$ cat config.mk
export PLATFORM = sky130hd
export DESIGN_NAME = led_mode_ctrl
export DESIGN_NICKNAME = d
export VERILOG_FILES = /design/src/rtl/led_mode_ctrl_pkg.sv /design/src/rtl/led_mode_ctrl_btn_debounce.sv /design/src/rtl/led_mode_ctrl.sv
export SDC_FILE = /design/constraint.sdc
export NUM_CORES = 1
export LEC_CHECK = 0
export BUFFER_PORTS_ARGS = -buffer_cell sky130_fd_sc_hd__buf_2
export CAP_MARGIN = 25
export CORE_MARGIN = 10
export CORE_UTILIZATION = 40
export CTS_BUF_LIST = sky130_fd_sc_hd__clkbuf_8
export DETAILED_ROUTE_END_ITERATION = 6
export GPL_ROUTABILITY_DRIVEN = 0
export PLACE_DENSITY = 0.61
export SLEW_MARGIN = 20
export SYNTH_ARGS = -nofsm -noshare
export SYNTH_HDL_FRONTEND = slang
export SYNTH_SLANG_ARGS = --single-unit
$ cat constraint.sdc
create_clock -name clk -period 3.3 [get_ports clk]
set_clock_uncertainty 0.15 [all_clocks]
set_input_delay 0.495 -clock clk [delete_from_list [all_inputs] [get_ports clk]]
set_output_delay 0.495 -clock clk [all_outputs]
set_load 0.1 [all_outputs]
$ cat src/rtl/led_mode_ctrl_pkg.sv
// Shared types and constants for the LED mode controller and the pattern selector.
package led_mode_ctrl_pkg;

   typedef enum logic [1:0] {
      IDLE      = 2'd0,
      CHK_PRESS = 2'd1,
      HELD      = 2'd2,
      CHK_REL   = 2'd3
   } deb_state_e;

   localparam logic [1:0] MODE_SHIFT_A = 2'b00;
   localparam logic [1:0] MODE_SHIFT_B = 2'b01;
   localparam logic [1:0] MODE_FILL    = 2'b10;
   localparam logic [1:0] MODE_RSVD    = 2'b11;

   // Reserved code is still part of the cycle so S simply counts modulo 4.
   function automatic logic [1:0] next_mode(input logic [1:0] m);
      case (m)
         MODE_SHIFT_A: return MODE_SHIFT_B;
         MODE_SHIFT_B: return MODE_FILL;
         MODE_FILL:    return MODE_RSVD;
         MODE_RSVD:    return MODE_SHIFT_A;
         default:      return MODE_SHIFT_A;
      endcase
   endfunction

endpackage

$ cat src/rtl/led_mode_ctrl_btn_debounce.sv
// Button synchroniser and press/release debounce FSM; emits one press pulse per clean press.
// With AUTO_CYCLE_EN defined an idle indication is also exported.
module led_mode_ctrl_btn_debounce
   import led_mode_ctrl_pkg::*;
#(
   parameter int unsigned DEB_CYCLES = 500000
) (
   input  logic clk,
   input  logic rst_n,
   input  logic btn,
`ifdef AUTO_CYCLE_EN
   output logic idle,
`endif
   output logic press
);

   localparam int unsigned DW = (DEB_CYCLES > 1) ? $clog2(DEB_CYCLES) : 1;
   localparam logic [DW-1:0] DEB_LAST = DW'(DEB_CYCLES - 1);

   logic          sync1_q;
   logic          btn_s_q;
   deb_state_e    state_q, state_d;
   logic [DW-1:0] deb_cnt_q, deb_cnt_d;

   always_ff @(posedge clk or negedge rst_n) begin
      if (!rst_n) begin
         sync1_q   <= 1'b0;
         btn_s_q   <= 1'b0;
         state_q   <= IDLE;
         deb_cnt_q <= '0;
      end else begin
         sync1_q   <= btn;
         btn_s_q   <= sync1_q;
         state_q   <= state_d;
         deb_cnt_q <= deb_cnt_d;
      end
   end

   always_comb begin
      state_d   = state_q;
      deb_cnt_d = deb_cnt_q;
      press     = 1'b0;
      case (state_q)
         IDLE: begin
            deb_cnt_d = '0;
            if (btn_s_q) state_d = CHK_PRESS;
         end
         CHK_PRESS: begin
            if (!btn_s_q) begin
               state_d   = IDLE;
               deb_cnt_d = '0;
            end else if (deb_cnt_q == DEB_LAST) begin
               press     = 1'b1;
               state_d   = HELD;
               deb_cnt_d = '0;
            end else begin
               deb_cnt_d = deb_cnt_q + 1'b1;
            end
         end
         HELD: begin
            deb_cnt_d = '0;
            if (!btn_s_q) state_d = CHK_REL;
         end
         CHK_REL: begin
            if (btn_s_q) begin
               state_d   = HELD;
               deb_cnt_d = '0;
            end else if (deb_cnt_q == DEB_LAST) begin
               state_d   = IDLE;
               deb_cnt_d = '0;
            end else begin
               deb_cnt_d = deb_cnt_q + 1'b1;
            end
         end
         default: begin
            state_d   = IDLE;
            deb_cnt_d = '0;
         end
      endcase
   end

`ifdef AUTO_CYCLE_EN
   assign idle = (state_q == IDLE);
`endif

endmodule

$ cat src/rtl/led_mode_ctrl.sv
// LED mode controller: debounced button steps the 2-bit select code S; slow tick divider restarts on every mode change.
// Define AUTO_CYCLE_EN to also advance S automatically after AUTO_TICKS idle ticks.
module led_mode_ctrl
   import led_mode_ctrl_pkg::*;
#(
   parameter int unsigned DEB_CYCLES = 500000,
   parameter int unsigned TICK_DIV   = 12500000,
   parameter int unsigned AUTO_TICKS = 32
) (
   input  logic       clk,
   input  logic       rst_n,
   input  logic       btn,
   output logic [1:0] S,
   output logic       tick,
   output logic       mode_chg
);

   localparam int unsigned TW = (TICK_DIV > 1) ? $clog2(TICK_DIV) : 1;
   localparam logic [TW-1:0] TICK_LAST = TW'(TICK_DIV - 1);

   if (DEB_CYCLES < 2 || TICK_DIV < 2 || AUTO_TICKS < 1) begin : g_bad_param
      $error("led_mode_ctrl: DEB_CYCLES and TICK_DIV must be >= 2, AUTO_TICKS >= 1");
   end

   logic          press;
   logic          advance;
   logic [1:0]    s_q, s_d;
   logic          mode_chg_q, mode_chg_d;
   logic          tick_q, tick_d;
   logic [TW-1:0] tick_cnt_q, tick_cnt_d;

`ifdef AUTO_CYCLE_EN
   localparam int unsigned IW = $clog2(AUTO_TICKS + 1);
   localparam logic [IW-1:0] IDLE_LAST = IW'(AUTO_TICKS - 1);

   logic          idle;
   logic          auto_adv;
   logic [IW-1:0] idle_cnt_q, idle_cnt_d;

   led_mode_ctrl_btn_debounce #(
      .DEB_CYCLES(DEB_CYCLES)
   ) u_btn_debounce (
      .clk  (clk),
      .rst_n(rst_n),
      .btn  (btn),
      .idle (idle),
      .press(press)
   );

   // The tick that completes the idle count triggers the advance on the following edge.
   assign auto_adv = idle && tick_q && (idle_cnt_q == IDLE_LAST);
   assign advance  = press | auto_adv;

   always_comb begin
      idle_cnt_d = idle_cnt_q;
      if (advance || !idle) idle_cnt_d = '0;
      else if (tick_q)      idle_cnt_d = idle_cnt_q + 1'b1;
   end

   always_ff @(posedge clk or negedge rst_n) begin
      if (!rst_n) idle_cnt_q <= '0;
      else        idle_cnt_q <= idle_cnt_d;
   end
`else
   led_mode_ctrl_btn_debounce #(
      .DEB_CYCLES(DEB_CYCLES)
   ) u_btn_debounce (
      .clk  (clk),
      .rst_n(rst_n),
      .btn  (btn),
      .press(press)
   );

   assign advance = press;
`endif

   // A mode change wins over a terminal count: the tick is dropped and the divider restarts.
   always_comb begin
      s_d        = s_q;
      mode_chg_d = advance;
      tick_d     = 1'b0;
      tick_cnt_d = tick_cnt_q + 1'b1;
      if (advance) begin
         s_d        = next_mode(s_q);
         tick_cnt_d = '0;
      end else if (tick_cnt_q == TICK_LAST) begin
         tick_d     = 1'b1;
         tick_cnt_d = '0;
      end
   end

   always_ff @(posedge clk or negedge rst_n) begin
      if (!rst_n) begin
         s_q        <= MODE_SHIFT_A;
         mode_chg_q <= 1'b0;
         tick_q     <= 1'b0;
         tick_cnt_q <= '0;
      end else begin
         s_q        <= s_d;
         mode_chg_q <= mode_chg_d;
         tick_q     <= tick_d;
         tick_cnt_q <= tick_cnt_d;
      end
   end

   assign S        = s_q;
   assign tick     = tick_q;
   assign mode_chg = mode_chg_q;

endmodule

==> flow_summary.toml <==
[status]
status = "complete, no violations"

[critical_path]
end_kind = "flip-flop"
cp_max_fo = 19
critPathKind = "reg2reg"
crit_slowest_cell = "or3_4"
cp_slowest_stage_delay_ns = 0.48
crit_chain = "ha_1, nand4_1, or3_4, o211ai_4, nor2_1"
required_ns = 3.32
worst_setup_path_start_kind = "flip-flop"
arrival_ns = 2.26

[die]
coreArea_sq_mm = 0.00628
row_count = 29
boundaryPins = 7
chipWidth_microns = 99.8
start_util_pct = 40.5
die_y_microns = 99.8
dieArea_sq_mm = 0.00995

[synth]
seq_area_frac_synth_pct = 50.1
ys_types = 38
netlist_area_sq_mm = 0.00254
postSynthCellCount = 254
postSynthAreaPerCell_sq_um = 10.0
synth_nets = 261
synth-seq-cells = 51
yosys_warnings = 0

[power_and_ir_drop]
ir_drop_uv = 270
power-per-cell-area_mw_per_mm2 = 371
power.leakage_nw = 1.05
finalPower_w = 0.00102

[clock_tree]
cts.repair.resized = 0
cts_sinks = 51
clk-insertion-delay-late_ns = 0.30
root_buffer = "clkbuf_8"
cts_buffers = 5
cts_tree = "built"
htree_levels = 2
clk_pin_slew_ns = 0.09
cts_setup_buffers = 0
hold_buffers = 0
clock_path_buffers = 2

[place]
dp_hpwl_microns = 3190
place_ws_ns = 1.00
portBuffers = 6

[sta]
hold_violations = 0
min_period_ns = 2.25
setup_viol_count_final = 0
slew_headroom_pct = 48.0
worst_slack_ns = 1.05
finalSetupTns_ns = 0
fin_crit_sh_pct = 68.0
finalMaxSlewViolations = 0
hold_slack_ns = 0.0997
fmax_mhz = 445
worst_slew_pin_slew_ns = 0.780
rsz0062_at_grt = "false"

[global_routing]
grt_first_pass_wirelength_microns = 8420
grt_max_degree = 35
grt_pass1_vias = 1771
grt_overflow_total = 0
antenna_found_initial = 0
grtUsageTotal_pct = 10.0

[final_layout]
drive_above_1_share_pct = 10.7
fillers = 594
syn_to_final_growth_pct = 7.47
multi_input_area_sq_mm = 0.00119
area.sequential_sq_mm = 0.00128
diodes = 0
fin_util_pct = 43.6
nets = 268

[route]
viasPerCell = 5.41
dr.pass1.iters = 4
totalWireLength_microns = 4740
drt_first_iter_violations = 59
routed-via-count = 1835
drtAntennaViolNets = 0
drcViolationCount = 0
wl_per_cell_microns = 14.0

[min_path]
worst_hold_path_type = "in2async"

[run]
maxCapViolCount = 0
critical path: cells and delay by family, from the launching register on:
family,cells,cell delay (ns)
AO/OA/AOI/OAI,1,0.46
adder cells (fa/ha/maj),1,0.24
flip-flops,1,0.42
AND/OR/NAND/NOR,3,0.85
flip-flops by register name (all words and copies together) (netlist names), named ones only:
register                  cells
mode_chg                      1
tick_cnt_q                   24
u_btn_debounce.sync1_q        1
u_btn_debounce.state_q        1
tick                          1
u_btn_debounce.btn_s_q        1
S                             2
u_btn_debounce.deb_cnt_q     19
routing by layer:
| layer | share of wire [%] | track usage (%) | vias to the layer above |
|---|---|---|---|
| met4 | 0.57 | 2.98 | 0 |
| met2 | 48 | 16.1 | 20 |
| met3 | 3.1 | 2.77 | 2 |
| met5 | 0 | 0 | - |
| met1 | 49 | 12.8 | 882 |
| li1 | - | - | 931 |
cells by family (layout without fill, tap and decap cells):
kind of cell               after synthesis  count (layout)  synth area share, %
adders and majority gates                4               4                 1.97
DFF                                     51              51                 50.1
AOI/OAI and AO/OA                       27              27                 7.08
buffers and inverters                   17              25                 3.05
and+or+nand+nor                        125             125                 27.2
muxes                                    3               3                 1.28
xor gates and xnor gates                27              27                 9.29
layout by cell type, fill, tap and decap left out, types with 2 or more instances in the layout:
cell and n:
dfrtp_1 51, nor2_1 36, nand4_1 17, nand2_1 16
xnor2_1 16, a21oi_1 12, xor2_1 11, nand3_1 10
inv_1 8, nor3_1 8, or4_1 8, o31ai_1 7
nor4_1 6, buf_2 6, o21ai_0 5, clkbuf_8 5
or3_1 4, and4_1 4, ha_1 4, and2_1 3
nor4b_1 2, or4_4 2, mux2_2 2, clkinvlp_4 2
buf_4 2
synthesized netlist by cell type:
master,number,share of area [%]
or3_4,1,0.44
or4_4,2,0.88
nand4_1,17,4.2
nand3b_1,1,0.30
nand2_1,16,2.4
nor4_1,6,1.5
or3_1,4,0.98
nor2_2,1,0.25
inv_1,8,1.2
buf_6,1,0.44
xor2_1,11,3.8
clkbuf_1,2,0.30
o31ai_1,7,2.1
nor2b_1,1,0.25
nand4bb_1,1,0.44
a21oi_2,1,0.34
and4_1,4,1.4
nor3_1,8,1.6
o22ai_2,1,0.49
o211ai_4,1,0.84
ha_1,4,2.0
xnor2_1,16,5.5
nand3_2,1,0.39
buf_2,5,0.98
nand3_1,10,2.0
mux2i_1,1,0.39
or3b_1,1,0.34
or4_1,8,2.4
o21ai_0,5,0.98
and2_1,3,0.74
mux2_2,2,0.88
nand4_2,1,0.49
nor2_1,36,5.3
dfrtp_1,51,50
clkinv_1,1,0.15
a21oi_1,12,2.4
nor4b_1,2,0.69
and4_2,1,0.39
stage by stage:
step                      instances  cell area, sq um
after detailed placement        331              2640
after CTS                       339              2740
final                           339              2740
after floorplan                 254              2540
after global placement          331              2640
after global routing            339              2740
layout make-up:
class	instances	area share [%]
clock buffers	5	2.52
clock inverters	3	0.869
inverters	9	1.24
multi-input cells	186	43.5
flip-flops and latches	51	46.7
well taps	77	3.52
repair buffers	8	1.65
path summary, 6_finish.rpt:
path	start	end	slack, ns	depth (start not counted)
max	u_btn_debounce.deb_cnt_q[0]	u_btn_debounce.deb_cnt_q[2]	1.05	5
min	rst_n	tick_cnt_q[19]	0.1	1
max reg2reg	u_btn_debounce.deb_cnt_q[0]	u_btn_debounce.deb_cnt_q[2]	1.05	5
min reg2reg	u_btn_debounce.sync1_q	u_btn_debounce.btn_s_q	0.20	0
max in group asynchronous	rst_n	u_btn_debounce.sync1_q	2.16	2
min in group clk	btn	u_btn_debounce.sync1_q	0.15	1
power breakdown:
part / leakage [nW] / internal, W / switching, W
Combinational: 0.321 / 0.00000423 / 0.0000176
Sequential: 0.690 / 0.000627 / 0.00000286
Clock: 0.0408 / 0.000152 / 0.000211
Total: 1.05 / 0.000783 / 0.000232
Note: power is estimated with default switching activity, not from simulation.
